$ cat src/rtl/mmio_io_hub_pkg.sv
// Shared definitions for the MMIO I/O hub: register offsets, bit positions
// inside the STATUS / HEX_CTRL / CTRL words, and FIFO sizing helpers.
package mmio_io_hub_pkg;

  // Word offsets decoded from addr[2:0]
  typedef enum logic [2:0] {
    REG_STATUS   = 3'd0,
    REG_KEYDATA  = 3'd1,
    REG_LEDS     = 3'd2,
    REG_HEX      = 3'd3,
    REG_HEX_CTRL = 3'd4,
    REG_CTRL     = 3'd5,
    REG_RSVD6    = 3'd6,
    REG_RSVD7    = 3'd7
  } reg_addr_e;

  // STATUS bit positions
  localparam int STAT_NOT_EMPTY = 0;
  localparam int STAT_FULL      = 1;
  localparam int STAT_OVF       = 2;
  localparam int STAT_COUNT_LSB = 8;

  // HEX_CTRL field positions
  localparam int HC_BLANK_LSB = 0;
  localparam int HC_BLINK_LSB = 8;
  localparam int HC_LZ_BIT    = 16;
  localparam int HC_MASK_W    = 8;

  // CTRL strobe bits
  localparam int CTRL_CLR_OVF = 0;
  localparam int CTRL_FLUSH   = 1;

  // Ceiling log2; clog2(1) = 0
  function automatic int clog2(input int n);
    int r;
    r = 0;
    while ((1 << r) < n) r++;
    return r;
  endfunction

  // Occupancy counter must hold the value DEPTH itself
  function automatic int count_width(input int depth);
    return clog2(depth) + 1;
  endfunction

endpackage

$ cat src/rtl/mmio_io_hub_sync_fifo.sv
// Single-clock FIFO with flush. Push into a full FIFO is accepted only when a
// pop happens in the same cycle; flush overrides both push and pop.
module sync_fifo
  import mmio_io_hub_pkg::*;
#(
  parameter int WIDTH = 8,
  parameter int DEPTH = 8
) (
  input  logic                          clock,
  input  logic                          reset,
  input  logic                          push,
  input  logic                          pop,
  input  logic                          flush,
  input  logic [WIDTH-1:0]              wdata,
  output logic [WIDTH-1:0]              rdata,
  output logic                          full,
  output logic                          empty,
  output logic [count_width(DEPTH)-1:0] count
);

  localparam int PTR_W = clog2(DEPTH);
  localparam int CNT_W = count_width(DEPTH);

  logic [WIDTH-1:0] mem_q [DEPTH];
  logic [PTR_W-1:0] wr_ptr_q;
  logic [PTR_W-1:0] rd_ptr_q;
  logic [CNT_W-1:0] count_q;
  logic             do_push;
  logic             do_pop;

  assign empty   = (count_q == '0);
  assign full    = (count_q == CNT_W'(DEPTH));
  assign do_pop  = pop & ~empty;
  assign do_push = push & (~full | do_pop);
  assign rdata   = mem_q[rd_ptr_q];
  assign count   = count_q;

  // Pointer and occupancy tracking; power-of-two depth lets pointers wrap naturally
  always_ff @(posedge clock or posedge reset) begin
    // NOTE: sequential state uses non-blocking assignments so every register samples pre-edge values.
    if (reset) begin
      wr_ptr_q <= '0;
      rd_ptr_q <= '0;
      count_q  <= '0;
    end else if (flush) begin
      wr_ptr_q <= '0;
      rd_ptr_q <= '0;
      count_q  <= '0;
    end else begin
      wr_ptr_q <= wr_ptr_q + PTR_W'(do_push);
      rd_ptr_q <= rd_ptr_q + PTR_W'(do_pop);
      count_q  <= count_q + CNT_W'(do_push) - CNT_W'(do_pop);
    end
  end

  // Storage write port
  always_ff @(posedge clock) begin
    // NOTE: storage is not reset; stale entries are never visible because the pointers and count are.
    if (do_push && !flush) mem_q[wr_ptr_q] <= wdata;
  end

endmodule

$ cat src/rtl/mmio_io_hub.sv
// Memory-mapped hub between the processor data bus and the keyboard, LED and
// seven-segment peripherals: key FIFO, LED/hex registers, blink and blanking.
module mmio_io_hub
  import mmio_io_hub_pkg::*;
#(
  parameter int NUM_DIGITS = 8,
  parameter int FIFO_DEPTH = 8,
  parameter int ADDR_W     = 12,
  parameter int BLINK_DIV  = 25_000_000
) (
  input  logic                    clock,
  input  logic                    reset,
  input  logic [ADDR_W-1:0]       addr,
  input  logic                    we,
  input  logic                    re,
  input  logic [31:0]             wdata,
  output logic [31:0]             rdata,
  output logic                    rvalid,
  input  logic                    ps2_key_pressed,
  input  logic [7:0]              ps2_out,
  output logic [7:0]              leds,
  output logic [4*NUM_DIGITS-1:0] hex_nibbles,
  output logic [NUM_DIGITS-1:0]   hex_blank,
  output logic                    key_irq
);

  localparam int CNT_W   = count_width(FIFO_DEPTH);
  localparam int HEX_W   = 4 * NUM_DIGITS;
  localparam int BLINK_W = (clog2(BLINK_DIV) > 0) ? clog2(BLINK_DIV) : 1;

  reg_addr_e            reg_sel;
  logic                 ps2_prev_q;
  logic                 push_edge;
  logic                 fifo_pop;
  logic                 fifo_flush;
  logic                 fifo_full;
  logic                 fifo_empty;
  logic [7:0]           fifo_head;
  logic [CNT_W-1:0]     fifo_count;
  logic                 clr_ovf;
  logic                 ovf_set;
  logic                 ovf_q, ovf_d;
  logic [7:0]           leds_q;
  logic [HEX_W-1:0]     hex_q;
  logic [HC_MASK_W-1:0] blank_mask_q;
  logic [HC_MASK_W-1:0] blink_mask_q;
  logic                 lz_en_q;
  logic [BLINK_W-1:0]   blink_cnt_q, blink_cnt_d;
  logic                 phase_q, phase_d;
  logic [NUM_DIGITS-1:0] lz;
  logic                 zero_run;
  logic [31:0]          rd_word;
  logic [31:0]          rdata_q;
  logic                 rvalid_q;
  logic                 unused_bits;

  assign reg_sel    = reg_addr_e'(addr[2:0]);
  assign push_edge  = ps2_key_pressed & ~ps2_prev_q;
  assign fifo_pop   = re & (reg_sel == REG_KEYDATA) & ~fifo_empty;
  assign fifo_flush = we & (reg_sel == REG_CTRL) & wdata[CTRL_FLUSH];
  assign clr_ovf    = we & (reg_sel == REG_CTRL) & wdata[CTRL_CLR_OVF];
  // A flushed byte is discarded on purpose, so it does not count as an overflow
  assign ovf_set    = push_edge & fifo_full & ~fifo_pop & ~fifo_flush;
  // Upper address bits and wide write-data bits are intentionally ignored
  assign unused_bits = ^{addr, wdata};

  sync_fifo #(
    .WIDTH (8),
    .DEPTH (FIFO_DEPTH)
  ) u_key_fifo (
    .clock (clock),
    .reset (reset),
    .push  (push_edge),
    .pop   (fifo_pop),
    .flush (fifo_flush),
    .wdata (ps2_out),
    .rdata (fifo_head),
    .full  (fifo_full),
    .empty (fifo_empty),
    .count (fifo_count)
  );

  // Bus-writable registers and PS2 level history for edge detection
  always_ff @(posedge clock or posedge reset) begin
    if (reset) begin
      ps2_prev_q   <= 1'b0;
      leds_q       <= '0;
      hex_q        <= '0;
      blank_mask_q <= '0;
      blink_mask_q <= '0;
      lz_en_q      <= 1'b0;
    end else begin
      ps2_prev_q <= ps2_key_pressed;
      if (we) begin
        case (reg_sel)
          REG_LEDS: leds_q <= wdata[7:0];
          REG_HEX:  hex_q  <= wdata[HEX_W-1:0];
          REG_HEX_CTRL: begin
            blank_mask_q <= wdata[HC_BLANK_LSB +: HC_MASK_W];
            blink_mask_q <= wdata[HC_BLINK_LSB +: HC_MASK_W];
            lz_en_q      <= wdata[HC_LZ_BIT];
          end
          default: ;
        endcase
      end
    end
  end

  // Sticky overflow: a new overflow event wins over a same-cycle clear
  always_comb begin
    // NOTE: defaults are assigned first so every path drives every output and no latch is inferred.
    ovf_d = ovf_q;
    if (clr_ovf) ovf_d = 1'b0;
    if (ovf_set) ovf_d = 1'b1;
  end

  // Blink divider: phase flips each time the counter wraps at BLINK_DIV-1
  always_comb begin
    blink_cnt_d = blink_cnt_q + BLINK_W'(1);
    phase_d     = phase_q;
    if (blink_cnt_q == BLINK_W'(BLINK_DIV - 1)) begin
      blink_cnt_d = '0;
      phase_d     = ~phase_q;
    end
  end

  // Overflow flag and blink state registers
  always_ff @(posedge clock or posedge reset) begin
    if (reset) begin
      ovf_q       <= 1'b0;
      blink_cnt_q <= '0;
      phase_q     <= 1'b0;
    end else begin
      ovf_q       <= ovf_d;
      blink_cnt_q <= blink_cnt_d;
      phase_q     <= phase_d;
    end
  end

  // Leading-zero suppression: scan from the top digit down while digits stay zero
  always_comb begin
    lz       = '0;
    zero_run = lz_en_q;
    for (int i = NUM_DIGITS - 1; i >= 1; i--) begin
      zero_run = zero_run & (hex_q[4*i +: 4] == 4'd0);
      lz[i]    = zero_run;
    end
  end

  // Read mux over pre-write state; unused bits stay zero
  always_comb begin
    rd_word = '0;
    case (reg_sel)
      REG_STATUS: begin
        rd_word[STAT_NOT_EMPTY]             = ~fifo_empty;
        rd_word[STAT_FULL]                  = fifo_full;
        rd_word[STAT_OVF]                   = ovf_q;
        rd_word[STAT_COUNT_LSB +: CNT_W]    = fifo_count;
      end
      REG_KEYDATA:  if (!fifo_empty) rd_word[7:0] = fifo_head;
      REG_LEDS:     rd_word[7:0] = leds_q;
      REG_HEX:      rd_word[HEX_W-1:0] = hex_q;
      REG_HEX_CTRL: rd_word[HC_LZ_BIT:0] = {lz_en_q, blink_mask_q, blank_mask_q};
      default:      rd_word = '0;
    endcase
  end

  // Registered read response; rdata holds until the next read
  always_ff @(posedge clock or posedge reset) begin
    if (reset) begin
      rdata_q  <= '0;
      rvalid_q <= 1'b0;
    end else begin
      rvalid_q <= re;
      if (re) rdata_q <= rd_word;
    end
  end

  assign rdata       = rdata_q;
  assign rvalid      = rvalid_q;
  assign leds        = leds_q;
  assign hex_nibbles = hex_q;
  assign key_irq     = ~fifo_empty;
  assign hex_blank   = blank_mask_q[NUM_DIGITS-1:0]
                     | (blink_mask_q[NUM_DIGITS-1:0] & {NUM_DIGITS{phase_q}})
                     | lz;

endmodule
$ cat config.mk
export PLATFORM = sky130hd
export DESIGN_NAME = mmio_io_hub
export DESIGN_NICKNAME = d
export VERILOG_FILES = /design/src/rtl/mmio_io_hub_pkg.sv /design/src/rtl/mmio_io_hub_sync_fifo.sv /design/src/rtl/mmio_io_hub.sv
export SDC_FILE = /design/constraint.sdc
export NUM_CORES = 1
export LEC_CHECK = 0
export CORE_ASPECT_RATIO = 0.9
export CORE_MARGIN = 2
export CORE_UTILIZATION = 32
export CTS_CLUSTER_SIZE = 40
export DETAILED_ROUTE_END_ITERATION = 10
export RECOVER_POWER = 100
export SLEW_MARGIN = 25
export SYNTH_ARGS = -nofsm -noshare
export SYNTH_HDL_FRONTEND = slang
export SYNTH_SLANG_ARGS = --single-unit
export TNS_END_PERCENT = 50
$ cat constraint.sdc
create_clock -name clock -period 4.15 [get_ports clock]
set_input_delay 0.6225 -clock clock [delete_from_list [all_inputs] [get_ports clock]]
set_output_delay 0.6225 -clock clock [all_outputs]
set_load 0.01 [all_outputs]
======== Yosys cells after proc, flatten, opt, wreduce, memory -nomap -nowiden ========
Memory sizes are Yosys's and may differ from the RTL's.
Cells that the tools add are included.
word-level totals
  register bits ........................... 128
  bits in latches ......................... 0
  bits in writable memories ............... 64
  bits in read-only memories .............. 0
  bits of input ports ..................... 57
  output and inout bits ................... 82
  logic and storage cells ................. 84
  memories kept ........................... 1
memory list
  memory            depth  bits a word  read ports  clocked after memory_dff  write ports  RTL line                     source
  u_key_fifo.mem_q  8      8            1           0                         1            mmio_io_hub_sync_fifo.sv:24  logic [WIDTH-1:0] mem_q [DEPTH];
operators by class
  add/subtract/negate cells ............... 5
  multipliers ............................. 0
  div/mod/pow operators ................... 0
  order comparisons ....................... 0
  eq/ne operators ......................... 7
  shift operators ......................... 0
  mux-type cells .......................... 14
  bitwise operators ....................... 28
  reduce and logical (&&, ||, !) cells .... 15
operator list
  cell                   number
  $logic_not 4->1        8
  $add 25x1->25 const B  1
  $eq 25x25->1 const B   1
  $mux 25                1
  $pmux 5 s4             1
  $and 1x1->1            18
  $or 8x8->8             2
  $mux 15                1
  $pmux 3 s5             1
  $pmux 4 s3             1
  $pmux 5 s2             1
  $and 8x8->8            1
  $mux 8                 1
  $add 3x1->3            2
  $eq 3x2->1 const B     2
  $eq 3x3->1 const B     2
  $mux 3                 2
  $not 1->1              6
  $reduce_and 2->1       3
  $add 4x1->4            1
  $eq 4x4->1 const B     1
  $mux 1                 4
  $mux 4                 1
  $sub 4x1->4            1
  6 further kinds        6

======== Depth between registers and ports, before layout ========
  word-level depth ........................ 9
  gate-level depth with buffers ........... 13
  depth with buffers taken out ............ 11

======== Cells and area by module ========
From an unflattened synthesis, not the netlist that was laid out.
unflattened totals
  cells, all modules ...................... 609
  area total of the unflattened synthesis .. 8439.3 µm²
modules (own cells, without submodules)
  module       times used  cells each  area each (µm²)  sequential area each (µm²)
  mmio_io_hub  1           448         5311.3           2952.8
  sync_fifo    1           161         3128.0           2172.1

======== Worst setup path before layout ========
OpenSTA, ideal clock, no wires.
  path type ............................... in2reg
  from .................................... input addr[1]
  to ...................................... memory u_key_fifo.mem_q[2][0] (enable)
  setup time .............................. 0.370 ns
  data arrival time ....................... 2.080 ns
  required time ........................... 3.780 ns
  slack ................................... 1.700 ns
  stages on the path ...................... 5
  path buffers ............................ 1
  cell sequence ........................... buf_2 -> and4b_1 -> and2_1 -> or4_4 -> nor2_1
on the way
  longest elaborated chain between the ends .. 9
  elaborated cells on any way between the ends .. 13
  classes of those cells .................. eq/ne (2); mux (2); bitwise (7); reduce/logical (2)
RTL lines
  item                            RTL line                     source
  start, declared                 mmio_io_hub.sv:13            input logic [ADDR_W-1:0] addr,
  $eq 3x1->1                      mmio_io_hub.sv:59            assign fifo_pop = re & (reg_sel == REG_KEYDATA) & ~fifo_empty;
  $and 1x1->1 (2 in series)       mmio_io_hub.sv:59
  $and 1x1->1                     mmio_io_hub_sync_fifo.sv:33  assign do_pop = pop & ~empty;
  $or 1x1->1                      mmio_io_hub_sync_fifo.sv:34  assign do_push = push & (~full | do_pop);
  $and 1x1->1                     mmio_io_hub_sync_fifo.sv:34
  $logic_and 1x1->1 *             mmio_io_hub_sync_fifo.sv:59  if (do_push && !flush) mem_q[wr_ptr_q] <= wdata;
  $mux 1 *                        mmio_io_hub_sync_fifo.sv:59
  $mux 1 (implied by the code) *  mmio_io_hub_sync_fifo.sv:59
  end, declared                   mmio_io_hub_sync_fifo.sv:24
Every way passes the cells marked *; elsewhere a longest branch is shown, timed or not.

======== Worst setup path in the final report ========
  from .................................... register hex_q[25], in the netlist hex_nibbles[25]
  to ...................................... output hex_blank[1]
on the way
  longest elaborated chain between the ends .. 8
RTL lines
  item                       RTL line            source
  start, declared            mmio_io_hub.sv:44   logic [HEX_W-1:0] hex_q;
  start signal, assigned     mmio_io_hub.sv:97   REG_HEX: hex_q <= wdata[HEX_W-1:0];
  $logic_not 4->1            mmio_io_hub.sv:145  zero_run = zero_run & (hex_q[4*i +: 4] == 4'd0);
  $and 1x1->1 (6 in series)  mmio_io_hub.sv:145
  $or 8x8->8                 mmio_io_hub.sv:186  | lz;
  end, declared              mmio_io_hub.sv:23   output logic [NUM_DIGITS-1:0] hex_blank,
Every way passes these cells.

==> flow_summary_export.csv <==
group,metric,value,unit
run_status,status,"finished with violations",
run_status,violations,"max-capacitance violations, max-slew violations",
critical_path,cpPeakStageDelay,0.63,ns
route,detail_route.drc_violations,0,
global_route,grt.total_usage,15.73,%
floorplanning,chipHeight,157.3,um
clocking,clk_path_buf_depth,2,
critical_path,reg2regPathDepth,11,
route,num_vias,5495,
min_path,holdPathEnd,"blink_cnt_q[24]",
final_layout,mostFrequentLayoutCells,"dfrtp_1, dlygate4sd3_1, edfxtp_1, mux2_2, nor2_1",
placement,io_buffers,129,
global_route,grt_overflow,0,
final_layout,syn_to_final_growth,26.29,%
clocking,cts_tree,"done",
global_route,grt_max_degree,64,
sta,fmax,288.0,MHz
sta,rsz0062_at_grt,"false",
critical_path,start_kind,"flop",
placement,hpwl,14620,um
yosys,synthDistinctLibCells,60,
critical_path,reg2reg_from,"u_key_fifo.count[2]",
yosys,synthMuxAreaShare,14.31,%
sta,period_minus_slack,3.472,ns
critical_path,ff2ff_setup_slack,1.21,ns
global_route,grt-busiest-layer,"met2",
global_route,grt_use_met2,24.00,%
critical_path,crit_family,"simple AND/OR/NAND/NOR gates",
yosys,synth_ff_type,"dfrtp_1",
critical_path,worstSetupPathType,"reg2out",
clocking,clockRootBuffer,"clkbuf_16",
global_route,antenna_found_initial,2,
final_layout,nets,825,
pwr,p_leak,0.004161,uW
clocking,postCtsSetupBuffers,0,
yosys,synthCells,628,
final_layout,final_util,40.82,%
clocking,htree_levels,4,
clocking,cts_resized,0,
critical_path,crit_buf_inv,1,
route,detail-route-antenna-nets,0,
yosys,async_flop_share,66.67,%
critical_path,path_cells,"nor4_1 > and4b_1 > and4_1 > a221o_1 > dlygate4sd3_1",
global_route,use_met1,21.90,%
floorplanning,die_area,27430,um^2
clocking,clk_latency,0.44,ns
min_path,hp-class,"reg2reg",
critical_path,arrival,2.85,ns
yosys,syn_avg_cell_area,13.31,um^2
final_layout,final_common_cell,"dfrtp_1",
sta,hold_viol_final,0,
clocking,clkSinkCount,192,
yosys,synth_top_family_by_area,"multiplexers",
floorplanning,ios,139,
yosys,synth_compound_area_share,6.708,%
critical_path,cp.required,3.53,ns
sta,tns,0,ns
floorplanning,initial_core_util,32.32,%
route,firstDrtPassIters,4,
final_layout,drive_gt1_share,15.54,%
placement,routabilityCongestion,0.8345,
clocking,ctsHoldBuffers,0,
sta,worst_pin_slew,2.428,ns
critical_path,r2r_end,"u_key_fifo.count[2]",
sta,setup-violations-final,0,
floorplanning,rows,56,
clocking,clk_pin_slew_worst_paths,0.08,ns
sta,finalMaxSlewViolations,128,
yosys,synth_fp_nets,694,
min_path,holdCritStartpoint,"blink_cnt_q[24]",
global_route,grt_pass1_vias,5573,
route,wl_per_cell,18.47,um
yosys,synth_xor_area_share,2.096,%
pwr,p_per_area,498.4,nW/um^2
yosys,yosysWarnings,0,
yosys,ys_ff_latch,192,
yosys,yosys.area_share.simple,11.39,%
route,viasPerCell,4.906,
min_path,hold-path-cell-count,1,
floorplanning,core_area,25850,um^2
global_route,grt_pass1_wl,32910,um
sta,period_share,83.66,%
route,drt_wl_total,20680,um
critical_path,worstSetupEndpointType,"primary output",
floorplanning,fp.dieW,174.3,um
sta,skew,0.01089,ns
sta,relSlewSlack,-61.86,%
critical_path,slowest_stage,"dlygate4sd3_1",
global_route,met3_usage,3.986,%
clocking,cts_made_buffers,17,
pwr,irDropWorstVdd,0.2756,mV
yosys,yosysSeqAreaShare,61.33,%
critical_path,critPathMaxFanout,4,
route,drt_iter0_markers,378,
flow_run,maxCapViolations,3,
yosys,synthAdderAreaFrac,1.437,%
yosys,synth_edf_count,64,
final_layout,num_antenna_cells,0,
yosys,synth_area,8357,um^2
## layer usage
layer / vias up / wire length, um
met3: 25 / 1104
met1: 2717 / 9951
met2: 160 / 9221
met5: - / 13
met4: 2 / 390
li1: 2591 / -
## report_power, final
part / leakage (uW) / internal (uW) / switching (uW) / total (uW)
combinational: 0.00169 / 644 / 514 / 1160
sequential: 0.00219 / 2210 / 282 / 2490
clock: 0.000285 / 846 / 764 / 1610
total: 0.00416 / 3700 / 1560 / 5260
## worst reg2reg max path, delay by kind of cell, from the launching register on
family / cells / cell delay (ns)
adder cells (fa/ha/maj): 3 / 0.75
XOR/XNOR: 1 / 0.16
buffers and inverters: 2 / 0.52
flip-flops: 1 / 0.36
AND/OR/NAND/NOR: 5 / 1.02
## per-stage QoR
step           power, uW  setup slack (ns)  cell area (um^2)  cells  hold slack, ns
3_3_place_gp        3759            0.9448             10070   1088          0.4569
3_5_place_dp        3776            0.9257             10070   1088          0.4618
5_1_grt             5557            0.4240             10550   1120          0.5079
6_report            5260            0.6779             10550   1120          0.4704
2_1_floorplan       3167            0.1149              8357    628          0.4428
4_1_cts             5396            0.6623             10640   1120          0.4722
## cells in the mapped netlist, types with 3 or more instances
master,number,share of area [%]
and2_1,10,0.75
nor2_1,41,1.8
edfxtp_1,64,23
o21ai_0,24,1.4
inv_1,21,0.94
nand2b_1,10,0.75
mux4_2,16,4.3
nor3b_2,3,0.45
xor2_1,8,0.84
and4_1,5,0.52
o221ai_1,5,0.52
clkbuf_1,17,0.76
xnor2_1,12,1.3
nand2_1,25,1.1
nor2b_1,3,0.22
a22oi_1,11,0.99
dfrtp_1,128,38
ha_1,8,1.2
a21oi_1,25,1.5
a211o_1,3,0.31
nand4_1,11,0.82
buf_2,14,0.84
mux2i_1,16,1.9
mux2_2,60,8.1
nor4_1,8,0.60
a221o_1,3,0.36
nand3_1,31,1.9
nor3_1,6,0.36
## area by class of cell
| type | instances | area, um^2 |
|---|---|---|
| Fill cell | 2458 | 15300 |
| Inverter | 22 | 82.58 |
| Multi-Input combinational cell | 381 | 2965 |
| Clock buffer | 17 | 425.4 |
| Clock inverter | 15 | 148.9 |
| Timing Repair Buffer | 145 | 1371 |
| Sequential cell | 192 | 5125 |
| Tap cell | 348 | 435.4 |
## cells by family (layout without fill, tap and decap cells)
family | after synthesis | in the layout
adders and majority gates | 9 | 9
xor gates and xnor gates | 20 | 20
DFF | 192 | 192
buffers and inverters | 55 | 199
muxes | 92 | 92
AOI/OAI and AO/OA | 87 | 87
and+or+nand+nor | 173 | 173
## state kept, by name (all words and copies together) (netlist names)
register             cells
u_key_fifo.wr_ptr_q      3
blink_cnt_q             25
blink_mask_q             8
ovf_q                    1
blank_mask_q             8
hex_nibbles             32
leds                     8
u_key_fifo.rd_ptr_q      3
phase_q                  1
u_key_fifo.count         4
lz_en_q                  1
rvalid                   1
rdata                   32
u_key_fifo.mem_q        64
ps2_prev_q               1
## worst max-delay path by stage
stage	to	cells after the start	slack, ns	start
global placement	u_key_fifo.mem_q[3][2]	6	0.94	addr[2]
detailed placement	u_key_fifo.mem_q[3][2]	6	0.93	addr[2]
floorplan	blank_mask_q[0]	1	0.11	reset
global route	rdata[7]	4	0.42	re
finish	hex_blank[1]	5	0.68	hex_nibbles[25]
CTS	hex_blank[1]	5	0.66	hex_nibbles[25]
(Power assumes the default switching activity.)
